### src/rtl/icache_linefill_responder.sv
// icache_linefill_responder
//
// Purpose: downstream responder on the icache MSHR miss path. It accepts
// line-fill requests (line address plus MSHR entry index as txnid) into a
// small FIFO. It issues one memory burst read at a time and assembles the
// returned beats into a full line. It then returns the line to the MSHR file,
// tagged with the originating txnid. Responses leave in request order.
//
// Ports:
//   clk, rst_n        clock; synchronous reset, active-high (1 = reset)
//   txreq_*           line-fill request channel (valid/ready, addr, txnid)
//   mem_rd_*          burst read request to L2/memory (line-aligned address)
//   mem_rdata_*       returned data beats (no backpressure), last marker
//   linefill_*        assembled line response (valid/ready, txnid, addr, data)
//   busy              FSM not idle or request FIFO not empty
//   proto_err         sticky memory-protocol error flag

module icache_linefill_responder #(
    parameter int ADDR_WIDTH     = 32,
    parameter int TXNID_WIDTH    = 7,
    parameter int LINE_BYTES     = 64,
    parameter int BEAT_BYTES     = 16,
    parameter int REQ_FIFO_DEPTH = 4
) (
    input  logic                      clk,
    input  logic                      rst_n,
    input  logic                      txreq_vld,
    output logic                      txreq_rdy,
    input  logic [ADDR_WIDTH-1:0]     txreq_addr,
    input  logic [TXNID_WIDTH-1:0]    txreq_txnid,
    output logic                      mem_rd_vld,
    input  logic                      mem_rd_rdy,
    output logic [ADDR_WIDTH-1:0]     mem_rd_addr,
    input  logic                      mem_rdata_vld,
    input  logic [BEAT_BYTES*8-1:0]   mem_rdata,
    input  logic                      mem_rdata_last,
    output logic                      linefill_vld,
    input  logic                      linefill_rdy,
    output logic [TXNID_WIDTH-1:0]    linefill_txnid,
    output logic [ADDR_WIDTH-1:0]     linefill_addr,
    output logic [LINE_BYTES*8-1:0]   linefill_data,
    output logic                      busy,
    output logic                      proto_err
);

    localparam int BEATS  = LINE_BYTES / BEAT_BYTES;
    localparam int BEAT_W = BEAT_BYTES * 8;
    localparam int LINE_W = LINE_BYTES * 8;
    localparam int CNT_W  = (BEATS > 1) ? $clog2(BEATS) : 1;
    localparam int PTR_W  = $clog2(REQ_FIFO_DEPTH);
    localparam int OCC_W  = PTR_W + 1;

    localparam logic [ADDR_WIDTH-1:0] LINE_MASK = ~ADDR_WIDTH'(LINE_BYTES - 1);
    localparam logic [CNT_W-1:0]      LAST_CNT  = CNT_W'(BEATS - 1);
    localparam logic [OCC_W-1:0]      FULL_OCC  = OCC_W'(REQ_FIFO_DEPTH);

    typedef enum logic [1:0] {
        S_IDLE    = 2'd0,
        S_ISSUE   = 2'd1,
        S_COLLECT = 2'd2,
        S_RESP    = 2'd3
    } state_e;

    state_e                  state_q, state_d;

    // Request FIFO: storage is not reset, only pointers and occupancy.
    logic [ADDR_WIDTH-1:0]   fifo_addr_q  [REQ_FIFO_DEPTH];
    logic [TXNID_WIDTH-1:0]  fifo_txnid_q [REQ_FIFO_DEPTH];
    logic [PTR_W-1:0]        wr_ptr_q, rd_ptr_q;
    logic [OCC_W-1:0]        occ_q;
    logic                    rdy_en_q;

    logic [ADDR_WIDTH-1:0]   cur_addr_q;
    logic [TXNID_WIDTH-1:0]  cur_txnid_q;
    logic [LINE_W-1:0]       line_q;
    logic [CNT_W-1:0]        beat_cnt_q;
    logic                    proto_err_q;

    logic fifo_full, fifo_empty, push, pop, beat_last;

    assign fifo_full  = (occ_q == FULL_OCC);
    assign fifo_empty = (occ_q == '0);
    // rdy_en_q keeps txreq_rdy low while reset is held and for the reset cycle.
    assign txreq_rdy  = rdy_en_q & ~fifo_full;
    assign push       = txreq_vld & txreq_rdy;
    assign beat_last  = (beat_cnt_q == LAST_CNT);

    // Next-state and handshake outputs
    always_comb begin
        state_d      = state_q;
        pop          = 1'b0;
        mem_rd_vld   = 1'b0;
        linefill_vld = 1'b0;
        case (state_q)
            S_IDLE: begin
                if (!fifo_empty) begin
                    pop     = 1'b1;
                    state_d = S_ISSUE;
                end
            end
            S_ISSUE: begin
                mem_rd_vld = 1'b1;
                if (mem_rd_rdy) state_d = S_COLLECT;
            end
            S_COLLECT: begin
                // Completion is decided by the beat count alone.
                if (mem_rdata_vld && beat_last) state_d = S_RESP;
            end
            S_RESP: begin
                linefill_vld = 1'b1;
                if (linefill_rdy) state_d = S_IDLE;
            end
            default: state_d = S_IDLE;
        endcase
    end

    always_ff @(posedge clk) begin
        if (rst_n) state_q <= S_IDLE;
        else       state_q <= state_d;
    end

    // Control registers
    always_ff @(posedge clk) begin
        if (rst_n) begin
            wr_ptr_q    <= '0;
            rd_ptr_q    <= '0;
            occ_q       <= '0;
            rdy_en_q    <= 1'b0;
            beat_cnt_q  <= '0;
            proto_err_q <= 1'b0;
        end else begin
            rdy_en_q <= 1'b1;
            if (push) wr_ptr_q <= wr_ptr_q + 1'b1;
            if (pop)  rd_ptr_q <= rd_ptr_q + 1'b1;
            case ({push, pop})
                2'b10:   occ_q <= occ_q + 1'b1;
                2'b01:   occ_q <= occ_q - 1'b1;
                default: ;
            endcase
            if (state_q == S_ISSUE && mem_rd_rdy)
                beat_cnt_q <= '0;
            else if (state_q == S_COLLECT && mem_rdata_vld)
                beat_cnt_q <= beat_cnt_q + 1'b1;
            // Stray beats outside COLLECT, or a last marker that disagrees
            // with the beat count, are flagged but otherwise ignored.
            if (mem_rdata_vld &&
                ((state_q != S_COLLECT) || (mem_rdata_last != beat_last)))
                proto_err_q <= 1'b1;
        end
    end

    // Data registers
    always_ff @(posedge clk) begin
        if (push) begin
            fifo_addr_q[wr_ptr_q]  <= txreq_addr & LINE_MASK;
            fifo_txnid_q[wr_ptr_q] <= txreq_txnid;
        end
        if (pop) begin
            cur_addr_q  <= fifo_addr_q[rd_ptr_q];
            cur_txnid_q <= fifo_txnid_q[rd_ptr_q];
        end
        if (state_q == S_COLLECT && mem_rdata_vld) begin
            for (int i = 0; i < BEATS; i++) begin
                if (beat_cnt_q == CNT_W'(i)) line_q[i*BEAT_W +: BEAT_W] <= mem_rdata;
            end
        end
    end

    // Payloads are forced to zero outside their valid states so that the
    // unreset data registers never show up on the outputs.
    assign mem_rd_addr    = (state_q == S_ISSUE) ? cur_addr_q  : '0;
    assign linefill_txnid = (state_q == S_RESP)  ? cur_txnid_q : '0;
    assign linefill_addr  = (state_q == S_RESP)  ? cur_addr_q  : '0;
    assign linefill_data  = (state_q == S_RESP)  ? line_q      : '0;
    assign busy           = (state_q != S_IDLE) | ~fifo_empty;
    assign proto_err      = proto_err_q;

endmodule
### config.mk
export PLATFORM = sky130hd
export DESIGN_NAME = icache_linefill_responder
export DESIGN_NICKNAME = d
export VERILOG_FILES = /design/src/rtl/icache_linefill_responder.sv
export SDC_FILE = /design/constraint.sdc
export NUM_CORES = 1
export LEC_CHECK = 0
export CAP_MARGIN = 10
export CORE_AREA = 2 2 297 299
export DETAILED_ROUTE_END_ITERATION = 8
export DIE_AREA = 0 0 299 301
export GPL_TIMING_DRIVEN = 0
export SYNTH_ARGS = -nofsm -noshare
export SYNTH_HDL_FRONTEND = slang
export SYNTH_SLANG_ARGS = --single-unit
### constraint.sdc
create_clock -name clk -period 8.35 [get_ports clk]
set_clock_uncertainty 0.05 [all_clocks]
set_input_delay 2.505 -clock clk [delete_from_list [all_inputs] [get_ports clk]]
set_output_delay 2.505 -clock clk [all_outputs]
set_load 0.005 [all_outputs]
Yosys cells after proc, flatten, opt, wreduce, memory -nomap -nowiden
Memory sizes are Yosys's and may differ from the RTL's. A register that Yosys moved wholly into a read port is not among the register bits.
Index checks and enable logic that the tools add are counted.

word-level totals
  register bits = 557
  bits in writable memories = 132
  input port bits = 174
  output and inout bits = 588
  word-level logic and storage cells = 72
  memories = 2

operators by class
  add/sub/neg operators = 5
  equality and inequality tests = 15
  muxes and demuxes = 17
  bitwise logic cells = 5
  reduce and logical (&&, ||, !) cells = 16

memories
  name          depth  width  rd ports  clocked after Yosys merged registers in  write ports  line  text
  fifo_addr_q   4      26     1         1                                        1            67    logic [ADDR_WIDTH-1:0] fifo_addr_q [REQ_FIFO_DEPTH];
  fifo_txnid_q  4      7      1         1                                        1            68    logic [TXNID_WIDTH-1:0] fifo_txnid_q [REQ_FIFO_DEPTH];

operator list
  kind                                                                 count
  512-bit two-way mux                                                  1
  32-bit two-way mux                                                   2
  2-bit == test (second input constant)                                5
  2-bit != test (second input constant)                                5
  2-bit two-way mux                                                    4
  2-bit case mux with 4 select lines                                   1
  2-bit AND reduction                                                  4
  1-bit two-way mux                                                    7
  7-bit two-way mux                                                    1
  2-bit by 1-bit adder with 2-bit output (second input constant)       3
  2-bit by 1-bit == test with 1-bit output (second input constant)     3
  3-bit case mux with 2 select lines                                   1
  1-bit logical AND                                                    4
  2-bit zero test                                                      2
  4-bit AND reduction                                                  1
  2-bit nonzero test                                                   2
  3-bit by 1-bit adder with 3-bit output (second input constant)       1
  3-bit == test (second input constant)                                1
  3-bit zero test                                                      1
  3-bit by 1-bit subtractor with 3-bit output (second input constant)  1
  1-bit AND                                                            2
  1-bit NOT                                                            2
  2-bit OR reduction                                                   1
  1-bit logical OR                                                     1
  2 further kinds                                                      2

Logic depth before layout (Yosys ltp)
  word-level depth = 6
  mapped depth = 9
  mapped depth without buffers = 9

Worst setup path before layout
OpenSTA, ideal clock, no wires.

  kind = input port to flip-flop
  start = input mem_rdata_vld
  end = register line_q[384], enable pin
  library setup time = 0.431 ns
  data arrival time = 4.113 ns
  data required time = 7.869 ns
  setup slack = 3.757 ns
  cell stages on the path = 1
  path buffers = 0
  cells stage by stage = and3_2

on the way
  longest elaborated chain between the ends = 2

ends and longest elaborated chain
  element                        line  text
  start, declared                34    input logic mem_rdata_vld,
  1-bit logical AND              162   if (state_q == S_COLLECT && mem_rdata_vld) begin
  2-bit AND reduction (no line)  n/a
  end signal, assigned by index  164   if (beat_cnt_q == CNT_W'(i)) line_q[i*BEAT_W +: BEAT_W] <= mem_rdata;
  end, declared                  75    logic [LINE_W-1:0] line_q;

No other way between the ends.
A chain may end at the register's enable or synchronous reset.

Worst setup path after layout
  start = register state_q[0]
  end = output linefill_data[498]

on the way
  longest elaborated chain between the ends = 2

ends and longest elaborated chain
  element                 line  text
  start, declared         64    state_e state_q, state_d;
  start signal, assigned  119   else state_q <= state_d;
  2-bit == test           174   assign linefill_data = (state_q == S_RESP) ? line_q : '0;
  512-bit two-way mux     174
  end, declared           41    output logic [LINE_BYTES*8-1:0] linefill_data,

No other way between the ends.

==> results.toml <==
[global_routing]
grt_pass1_wl_mm = 116
antenna_found_initial = 31
grt_pass1_vias = 15900
grt_max_degree = 57
grt_usage = 0.180
globalRoute.totalOverflow = 0

[clock_network]
cts_tree = "done"
cts-htree-levels = 3
hold_buffers = 0
clk_pin_slew_ps = 60
post_cts_buffers = 0
clk_latency_ps = 600
cts_made_buffers = 74
cts_buffer_depth = 3
clock-sinks = 690
ctsResizeCount = 0
cts-root-buf = "clkbuf_16"

[sta]
final.min_clock_period_ps = 6890
finalHoldViolations = 0
setup_tns_ps = 0
fin_crit_sh = 0.825
rsz0062_at_grt = "false"
max_slew_margin = 0.243
drv_slew = 0
worst_pin_slew_ps = 1140
setup_slack_ps = 1460
fmax_mhz = 145
setup_viol = 0

[logic_synthesis]
synthMuxAreaShare = 0.0292
synth_seq_area_share = 0.797
ys_ff_latch = 690
synth_area_leaders = "edfxtp_1, and2_1, mux4_2, dfxtp_1, clkbuf_1"
synth-xor-area-share = 0.00237
synth_top_family_by_area = "simple AND/OR/NAND/NOR gates"
synth.distinct_cells = 31
synth_area_leader_cell = "edfxtp_1"
ys_warn_count = 0
postSynthAreaPerCell_um2 = 17.7
synth.top_cell.area_share = 0.787
synth_area_um2 = 25800
synth-compound-area-share = 0.00383
synth_adder_area_share = 0.00756
synthSimpleGateAreaFrac = 0.144
synthCells = 1456

[route]
first_pass_iters = 5
postRouteAntennaNets = 0
vias = 15500
via_per_inst = 4.38
wl_per_cell_um = 23.8
route.detailed.drc = 0
drt-total-wl_mm = 84.1
drtIter0Drc = 1137

[power_and_ir_drop]
power_density_nw_per_um2 = 243
power_frac_clock = 0.349
power_frac_comb = 0.191
p_leak_nw = 12.5
power_switching_mw = 2.31
seq_power_share = 0.459
switching_share = 0.254
ir_worst_vdd_v = 0.000151
internal-power_mw = 6.80

[worst_hold_path]
min_path_type = "reg2reg"
min-delay-start = "proto_err"

[floorplanning]
design.core.area_um2 = 86500
fp.dieH_um = 301
ioPinCount = 762
initial_core_util = 0.299
die_x_um = 299
dieArea_um2 = 90000
rows = 108

[finish]
fin_nets = 2490
area_growth_pct = 45.2
drive_gt1_frac = 0.0775

[outcome]
status = "finished, final reports clean"

[setup_path]
r2r-start = "state_q[0]"
cp-startpoint = "state_q[0]"
crit_arrival_ps = 4340
worstPathRequired_ps = 5800
critPathMaxFanout = 11
critPathCaptureType = "output pin"
cp-start-kind = "flip-flop"
worstSetupPathType = "reg2out"

[run]
drv_cap = 0

[placement]
port_buffers = 743
dpl.hpwl_mm = 62.6
dp_slack_ps = 1900
place_congestion = 0.827
area by class of cell:
type                    count  area [um^2]
diodes                     11         27.5
plain buffers              83          373
clock buffers              96         2010
clock inverters            39          344
fillers                  7738        49000
inverters                  13         48.8
multi-input cells         681         4890
flip-flops and latches    690        20600
well taps                1155         1450
repair buffers            758         7800
final timing paths:
kind / endpoint / slack [ps] / cells past startpoint
setup / recovery: linefill_data[498] / 1460 / 6
hold / removal: proto_err / 440 / 2
setup reg to reg: line_q[462] / 5600 / 5
hold reg to reg: proto_err / 440 / 2
power by group through the flow:
stage	combinational (mW)	clock [mW]	sequential (mW)
floorplan	0.695	0	4.20
CTS	1.79	3.26	4.18
global placement	1.71	0	4.27
finish	1.74	3.18	4.18
global route	1.87	3.39	4.20
detailed placement	1.78	0	4.25
stage by stage:
stage          utilization  power (mW)  hold slack (ps)  area, um^2  cells
3_5_place_dp         0.406        6.03              432       35100   3380
5_1_grt              0.434        9.47              467       37500   3522
3_3_place_gp         0.402        5.98              416       34800   3365
4_1_cts              0.434        9.23              445       37500   3515
2_1_floorplan            -        4.89              410       25900   1467
6_report             0.434        9.11              438       37500   3526
flip-flops by register name (all words and copies together) (netlist names):
register      cells
line_q          512
fifo_addr_q     104
fifo_txnid_q     28
cur_addr_q       26
cur_txnid_q       7
occ_q             3
beat_cnt_q        2
rd_ptr_q          2
state_q           2
wr_ptr_q          2
proto_err         1
rdy_en_q          1
per-layer routing:
metal  vias to the layer above  GRT usage  part of all wire
li1                       6889          -                 -
met1                      7679      0.211              0.38
met2                       741      0.313              0.50
met3                       128     0.0597             0.092
met4                        16     0.0562             0.025
met5                         -          0            0.0011
critical path: stages (launching register included):
cell	delay, ps
dfxtp_1	370
ha_1	350
clkbuf_2	480
clkbuf_1	890
clkbuf_1	780
and2_1	240
clkdlybuf4s50_1	600
cells by family (layout without fill, tap and decap cells):
family / Yosys count / count (layout)
xor gates and xnor gates: 7 / 7
and+or+nand+nor: 600 / 600
adders and majority gates: 15 / 15
muxes: 34 / 34
DFF: 690 / 690
buffers and inverters: 96 / 989
other: 1 / 23
AOI/OAI and AO/OA: 13 / 13
cell usage in the layout (no fill, tap or decap), drive strengths merged, types with 2 or more instances in the layout:
cell type / n
clkdlybuf4s50: 743
edfxtp: 677
and2: 571
clkbuf: 159
buf: 35
mux4: 33
clkinv: 30
inv: 16
ha: 14
dfxtp: 13
conb: 12
diode: 11
nor2: 11
and3: 8
nand2: 7
a21oi: 5
xnor2: 4
bufinv: 4
xor2: 3
nand3: 2
clkinvlp: 2
Yosys cell counts (all sizes together):
cell type and count:
a211oi 1, a21boi 1, a21oi 5, a222oi 1, a311oi 1, a41o 1, and2 571, and3 8
buf 20, clkbuf 63, conb 1, dfxtp 13, edfxtp 677, fa 1, ha 14, inv 13
mux2i 1, mux4 33, nand2 7, nand3 2, nor2 11, o21ai 1, o311ai 1, o31a 1
or3 1, xnor2 4, xor2 3
Note: power is estimated with default switching activity, not from simulation.
